===== config.mk =====
export PLATFORM = sky130hd
export DESIGN_NAME = lms_err_monitor
export DESIGN_NICKNAME = d
export VERILOG_FILES = /design/src/rtl/lms_err_monitor.sv
export SDC_FILE = /design/constraint.sdc
export NUM_CORES = 1
export LEC_CHECK = 0
export BUFFER_PORTS_ARGS = -buffer_cell sky130_fd_sc_hd__buf_4
export CAP_MARGIN = 20
export CORE_MARGIN = 1.5
export CORE_UTILIZATION = 50
export DETAILED_ROUTE_END_ITERATION = 6
export GPL_TIMING_DRIVEN = 0
export PLACE_DENSITY = 0.75
export SLEW_MARGIN = 20
export SYNTH_ARGS = -nofsm -noshare
export SYNTH_HDL_FRONTEND = slang
export SYNTH_SLANG_ARGS = --single-unit
export TNS_END_PERCENT = 20

===== constraint.sdc =====
create_clock -name clk -period 14 [get_ports clk]
set_input_delay 2.1 -clock clk [delete_from_list [all_inputs] [get_ports clk]]
set_output_delay 2.1 -clock clk [all_outputs]
set_load 0.01 [all_outputs]

===== src/rtl/lms_err_monitor.sv =====
// Block mean-squared-error monitor for an LMS adaptive filter: squares error samples,
// averages them over 2^LOGN-sample blocks and tracks acquiring/converged/diverged status.
module lms_err_monitor #(
  parameter int              W2      = 16,
  parameter int              LOGN    = 4,
  parameter int              HOLD    = 4,
  parameter logic [2*W2-1:0] DIV_LIM = (2*W2)'(64'd1 << 28)
) (
  input  logic                 clk,
  input  logic                 reset,
  input  logic                 en,
  input  logic                 restart,
  input  logic signed [W2-1:0] e_in,
  input  logic [2*W2-1:0]      thr_in,
  output logic [2*W2-1:0]      mse_out,
  output logic                 mse_valid,
  output logic                 converged,
  output logic                 diverged,
  output logic [1:0]           state_out,
  output logic [7:0]           blk_cnt
);
  localparam int MW = 2 * W2;
  localparam int AW = 2 * W2 + LOGN;

  typedef enum logic [1:0] {
    ST_ACQ  = 2'b00,
    ST_CONV = 2'b01,
    ST_DIV  = 2'b10
  } state_t;

  // Stage 1: squared sample
  logic              v1_q, v1_d;
  logic [MW-1:0]     sq_q, sq_d;
  // Stage 2: block accumulation
  logic [AW-1:0]     acc_q, acc_d;
  logic [LOGN-1:0]   scnt_q, scnt_d;
  logic              pend_q, pend_d;
  logic [MW-1:0]     mse_p_q, mse_p_d;
  logic              div_p_q, div_p_d;
  logic              le_p_q, le_p_d;
  // Stage 3: published result and status
  state_t            state_q, state_d;
  logic [3:0]        good_cnt_q, good_cnt_d;
  logic [MW-1:0]     mse_q, mse_d;
  logic              mse_valid_q, mse_valid_d;
  logic [7:0]        blk_cnt_q, blk_cnt_d;

  logic signed [MW-1:0] e_ext;
  logic signed [MW-1:0] prod;
  logic [AW-1:0]        blk_sum;
  logic [MW-1:0]        blk_mse;

  always_comb begin
    e_ext   = MW'(e_in);
    prod    = e_ext * e_ext;
    blk_sum = acc_q + AW'(sq_q);
    blk_mse = MW'(blk_sum >> LOGN);

    v1_d        = en;
    sq_d        = MW'(prod);
    acc_d       = acc_q;
    scnt_d      = scnt_q;
    pend_d      = 1'b0;
    mse_p_d     = mse_p_q;
    div_p_d     = div_p_q;
    le_p_d      = le_p_q;
    state_d     = state_q;
    good_cnt_d  = good_cnt_q;
    mse_d       = mse_q;
    mse_valid_d = 1'b0;
    blk_cnt_d   = blk_cnt_q;

    // Threshold comparisons happen on the block-end cycle so thr_in is sampled there.
    if (v1_q) begin
      if (&scnt_q) begin
        acc_d   = '0;
        scnt_d  = '0;
        pend_d  = 1'b1;
        mse_p_d = blk_mse;
        div_p_d = (blk_mse > DIV_LIM);
        le_p_d  = (blk_mse <= thr_in);
      end else begin
        acc_d  = blk_sum;
        scnt_d = scnt_q + 1'b1;
      end
    end

    if (pend_q) begin
      mse_d       = mse_p_q;
      mse_valid_d = 1'b1;
      blk_cnt_d   = blk_cnt_q + 8'd1;
      case (state_q)
        ST_ACQ: begin
          if (div_p_q) begin
            state_d = ST_DIV;
          end else if (le_p_q) begin
            if (good_cnt_q + 4'd1 == 4'(HOLD)) begin
              state_d    = ST_CONV;
              good_cnt_d = '0;
            end else begin
              good_cnt_d = good_cnt_q + 4'd1;
            end
          end else begin
            good_cnt_d = '0;
          end
        end
        ST_CONV: begin
          if (div_p_q) begin
            state_d = ST_DIV;
          end else if (!le_p_q) begin
            state_d    = ST_ACQ;
            good_cnt_d = '0;
          end
        end
        default: state_d = ST_DIV;
      endcase
    end

    // Restart drops everything in flight, including a block that is just completing.
    if (restart) begin
      v1_d        = 1'b0;
      acc_d       = '0;
      scnt_d      = '0;
      pend_d      = 1'b0;
      good_cnt_d  = '0;
      state_d     = ST_ACQ;
      mse_d       = mse_q;
      mse_valid_d = 1'b0;
      blk_cnt_d   = blk_cnt_q;
    end
  end

  always_ff @(posedge clk) begin
    if (reset) begin
      v1_q        <= 1'b0;
      sq_q        <= '0;
      acc_q       <= '0;
      scnt_q      <= '0;
      pend_q      <= 1'b0;
      mse_p_q     <= '0;
      div_p_q     <= 1'b0;
      le_p_q      <= 1'b0;
      state_q     <= ST_ACQ;
      good_cnt_q  <= '0;
      mse_q       <= '0;
      mse_valid_q <= 1'b0;
      blk_cnt_q   <= '0;
    end else begin
      v1_q        <= v1_d;
      sq_q        <= sq_d;
      acc_q       <= acc_d;
      scnt_q      <= scnt_d;
      pend_q      <= pend_d;
      mse_p_q     <= mse_p_d;
      div_p_q     <= div_p_d;
      le_p_q      <= le_p_d;
      state_q     <= state_d;
      good_cnt_q  <= good_cnt_d;
      mse_q       <= mse_d;
      mse_valid_q <= mse_valid_d;
      blk_cnt_q   <= blk_cnt_d;
    end
  end

  assign mse_out   = mse_q;
  assign mse_valid = mse_valid_q;
  assign converged = (state_q == ST_CONV);
  assign diverged  = (state_q == ST_DIV);
  assign state_out = state_q;
  assign blk_cnt   = blk_cnt_q;

endmodule


Word-level counts from Yosys, hierarchy flattened
Index checks and enable logic that the tools add are counted.
{"block": "classes", "bitwise": 2, "order_cmp": 2, "muxes": 16, "n_addsub": 4, "div": 0, "shift": 0, "eq_ne": 9, "reduce_logical": 9, "mul": 1}
{"op": "$add 36x32->36", "count": 1}
{"op": "$mux 36", "count": 1}
{"op": "$gt 32x29->1 const B", "count": 1}
{"op": "$le 32x32->1", "count": 1}
{"op": "$mul 16x16->32", "count": 1}
{"op": "$mux 4", "count": 6}
{"op": "$mux 2", "count": 5}
{"op": "$reduce_and 5->1", "count": 2}
{"op": "$ne 3x3->1 const B", "count": 3}
{"op": "$add 4x1->4 const B", "count": 2}
{"op": "$add 8x1->8 const B", "count": 1}
{"op": "$pmux 4 s2", "count": 1}
{"op": "$reduce_and 4->1", "count": 2}
{"op": "$ne 2x2->1 const B", "count": 3}
{"op": "$eq 4x3->1 const B", "count": 1}
{"op": "$pmux 2 s2", "count": 1}
{"op": "$reduce_or 3->1", "count": 1}
{"op": "$eq 2x1->1 const B", "count": 1}
{"op": "$eq 2x2->1 const B", "count": 1}
{"op": "$logic_not 2->1", "count": 1}
{"op": "$mux 1", "count": 2}
{"op": "$not 1->1", "count": 2}
{"op": "$reduce_and 2->1", "count": 1}
{"op": "$reduce_bool 2->1", "count": 1}
{"op": "$reduce_or 2->1", "count": 1}
{"block": "word_totals", "mem_count": 0, "ff_bits": 155, "mem_bits_rw": 0, "latch_bits": 0, "output_inout_bits": 45, "in_bits": 52, "mem_bits_ro": 0, "word_cells": 56}

Longest topological paths before layout
{"block": "depth", "ltp_word": 6, "ltp_mapped": 26}

Least setup slack after synthesis
Ideal clock, no wire load.
{"block": "synth_timing", "path_kind": "input to register", "from": "input port e_in[15]", "to": "register sq_q[28]", "slack_ns": 5.889, "arrival_time_ns": 7.984, "cell_stages": 22, "setup_time_ns": 0.128, "cell_sequence": "clkbuf_1 -> inv_1 -> nor2_1 -> fa_1 -> fa_1 -> fa_1 -> fa_1 -> fa_1 -> inv_1 -> fa_1 -> inv_1 -> ha_1 -> a21oi_1 -> nand2_1 -> a21o_1 -> a2111oi_0 -> nor3b_1 -> o31ai_1 -> o41ai_1 -> o21ai_0 -> xnor2_1 -> nor2_1"}
{"block": "synth_via", "elab_chain_cells": 1}
{"item": "from (decl)", "line": "13", "rtl": "input logic signed [W2-1:0] e_in,"}
{"item": "$mul 16x16->32", "line": "55", "rtl": "prod = e_ext * e_ext;"}
{"item": "to (signal assigned)", "line": "150", "rtl": "sq_q <= sq_d;"}
{"item": "to (decl)", "line": "33", "rtl": "logic [MW-1:0] sq_q, sq_d;"}
No other way between the ends.
A chain may end at the register's enable or synchronous reset.

Final worst setup path
{"block": "layout_timing", "from": "input port e_in[5]", "to": "register sq_q[30]"}
The elaborated chain is that of the path after synthesis.

==> reports/metrics.cfg <==
[clock_network]
cts-htree-levels = 4
clk_latency_ns = 0.43
cts-root-buf = clkbuf_16
cts_sinks = 154
cts_max_path_buffers = 2
numCtsBuffers = 17
cts_resized = 0
postCtsHoldBufs = 0
cts_setup_buffers = 0
clkTransAtPathRegs_ns = 0.06
cts_tree = done

[critical_path]
cp.required_ns = 14.30
end_kind = flop
max_stage_delay_ns = 0.64
critPathKind = primary input to flop
crit_buf_inv = 5
crit_slowest_cell = clkbuf_1
crit_chain = clkbuf_1 > clkbuf_1 > nand2_1 > fa_1 > fa_1 > fa_1 > inv_1 > fa_1 > fa_1 > inv_1 > fa_1 > inv_1 > ha_1 > a21oi_1 > nand2_1 > a21o_1 > a2111oi_0 > nor3b_1 > o31ai_1 > o41ai_1 > o31ai_1 > xnor2_1 > nor2_1
startpoint_type = primary input
worstPathArrival_ns = 9.47
critPathTopFamily = adder cells
regToRegSetupSlack_ns = 8.82
path_common_cell = fa_1
crit_fanout = 10

[synthesis]
ys_async_sr_fraction_pct = 0
ys_ff_latch = 154
synthFlopType = dfxtp_1
synth_area_sq_um = 17000
synth-edff-count = 0
syn_inst = 1983
synth_top_area_share_pct = 27.7
avgSynthCellArea_sq_um = 8.56
ys_seq_area_share_pct = 18.2
ys.warnings.count = 0
synth_cell_type_count = 64
synth_area_leaders = fa_1 28%, dfxtp_1 18%, ha_1 12%
yosysTopAreaCell = fa_1
synth_fp_nets = 2429

[layout]
area_delta_synth_final_pct = 10.9
nets = 2542
regArea_sq_um = 3080
num_antenna_cells = 0
fillCellCount = 2994
drive_above_1_share_pct = 6.93
stdcell_count = 2556
multiInputGateArea_sq_um = 12200

[drt]
wire_per_inst_um = 16.1
drc = 0
first_pass_iters = 5
dr_total_vias = 13700
routed_wl_mm = 41.3
ant_nets = 0
drt_iter0_markers = 1050
viasPerCell = 5.35

[worst_hold_path]
hp-class = flop to flop

[grt]
overflow = 0
grt_pass1_vias = 14000
grt_max_degree = 17
grt_usage_pct = 24.4
antenna_found_initial = 0
grt_first_pass_wirelength_mm = 69.2

[power_and_ir_drop]
pwr_density_cell_nw_per_um2 = 269
power.leakage_nw = 9.23
p_total_w = 0.00507
vdd_drop_max_v = 0.000231

[floorplanning]
dieWidth_um = 187
coreArea_sq_um = 33400
start_util_pct = 50.7
rows = 67
die_area_sq_um = 35000
dieHeight_um = 187
io_pins = 97

[job]
max_cap_violations = 0

[timing]
rsz0062_at_grt = no
finalSetupViolations = 0
fin_crit_sh_pct = 65.5
slew_headroom_pct = 46.3
finalCriticalPeriod_ns = 9.17
clock.fmax_mhz = 109
skew_ns = 0.0111
hold_violations = 0
fin_tns_setup_ns = 0
tightestPinTransition_ns = 0.805
drv_slew = 0

[outcome]
status = finished clean

[placement]
place_hpwl_mm = 34.1
port_buffers = 94
place.gp.congestion = 0.921
dp.cells = 2525

==> synth_stat cells (all sizes together) (8+ instances only) <==
library cell / instances
inv: 377
fa: 235
nand2: 216
ha: 159
nor2: 157
dfxtp: 154
a21oi: 128
clkbuf: 67
and2: 51
xnor2: 51
a21o: 48
a22oi: 35
o21ai: 35
xor2: 28
nand3: 27
nor3: 26
nand4: 22
nand2b: 13
nor2b: 13
and3: 12
or3: 11
o21a: 10
buf: 9
a31oi: 8
o31ai: 8
==> area by class of cell <==
cell class	instances	share of cell area [%]
Multi-Input combinational cell	1375	64.7
Sequential cell	154	16.4
Inverter	378	7.54
Timing Repair Buffer	94	3.75
Tap cell	448	2.98
Clock buffer	17	2.26
Buffer	76	1.54
Clock inverter	14	0.831
==> worst paths after layout <==
| path | startpoint | endpoint | cells after the start |
|---|---|---|---|
| worst max register to register | sq_q[2] | le_p_q | 20 |
| worst max-delay path | e_in[5] | sq_q[30] | 23 |
| worst min register to register | mse_out[12] | mse_out[12] | 2 |
| worst min-delay path | mse_out[12] | mse_out[12] | 2 |
==> cells by family after synthesis <==
| group | Yosys count | synth area share, % |
|---|---|---|
| AND/OR/NAND/NOR | 576 | 15.6 |
| buffers and inverters | 454 | 10.1 |
| adder cells (fa/ha/maj) | 394 | 39.5 |
| AO/OA/AOI/OAI | 321 | 12.4 |
| flip-flops | 154 | 18.2 |
| XOR/XNOR | 79 | 4.08 |
| multiplexers | 5 | 0.302 |
==> registers in the layout, summed over array words and instances, names as in the netlist, 2 cells and up <==
name / count
state_out: 2
sq_q: 31
mse_p_q: 32
acc_q: 36
mse_out: 32
scnt_q: 4
blk_cnt: 8
good_cnt_q: 4
==> metal layers <==
layer	wire length, um	GRT usage, %
met3	2300	2.74
met5	0	0
met4	941	6.39
met1	18500	32.4
met2	19500	42.2
==> stage by stage <==
stage	utilization (%)	setup WS, ns	hold slack, ns	cell area [sq um]
after global routing	56.2	4.47	0.466	18800
final	56.2	4.83	0.456	18800
after floorplan	-	5.89	0.432	17000
after global placement	54.5	4.57	0.444	18200
after CTS	56.2	4.92	0.456	18800
after detailed placement	54.5	4.52	0.448	18200
==> tightest hold or removal path, cell delays in order (launching register included) <==
cell     delay [ns]
dfxtp_1        0.31
nand2_1        0.05
a21oi_1        0.05
==> power by group <==
group	switching [W]	internal, W
combinational	0.00234	0.00175
sequential	0.0000143	0.000508
clock	0.000205	0.000252
total	0.00256	0.00251
==> cells in the final DEF, fill, tap and decap left out, drive strengths merged, types with 5 or more instances in the layout <==
master / synthesis / routed
nor2b: 13 / 13
nor2: 157 / 157
o31ai: 8 / 8
and2: 51 / 51
a311oi: 5 / 5
a31oi: 8 / 8
nor4: 5 / 5
a21oi: 128 / 128
nand2b: 13 / 13
inv: 377 / 384
a21o: 48 / 48
or2: 6 / 6
a22oi: 35 / 35
nor3: 26 / 26
or3: 11 / 11
fa: 235 / 235
clkbuf: 67 / 84
o21bai: 7 / 7
dfxtp: 154 / 154
o21a: 10 / 10
xnor2: 51 / 51
and3: 12 / 12
nand4: 22 / 22
nand2: 216 / 216
ha: 159 / 159
nand3: 27 / 27
a211oi: 5 / 5
xor2: 28 / 28
o21ai: 35 / 35
buf: 9 / 103
Power figures use the tool's default switching activity.
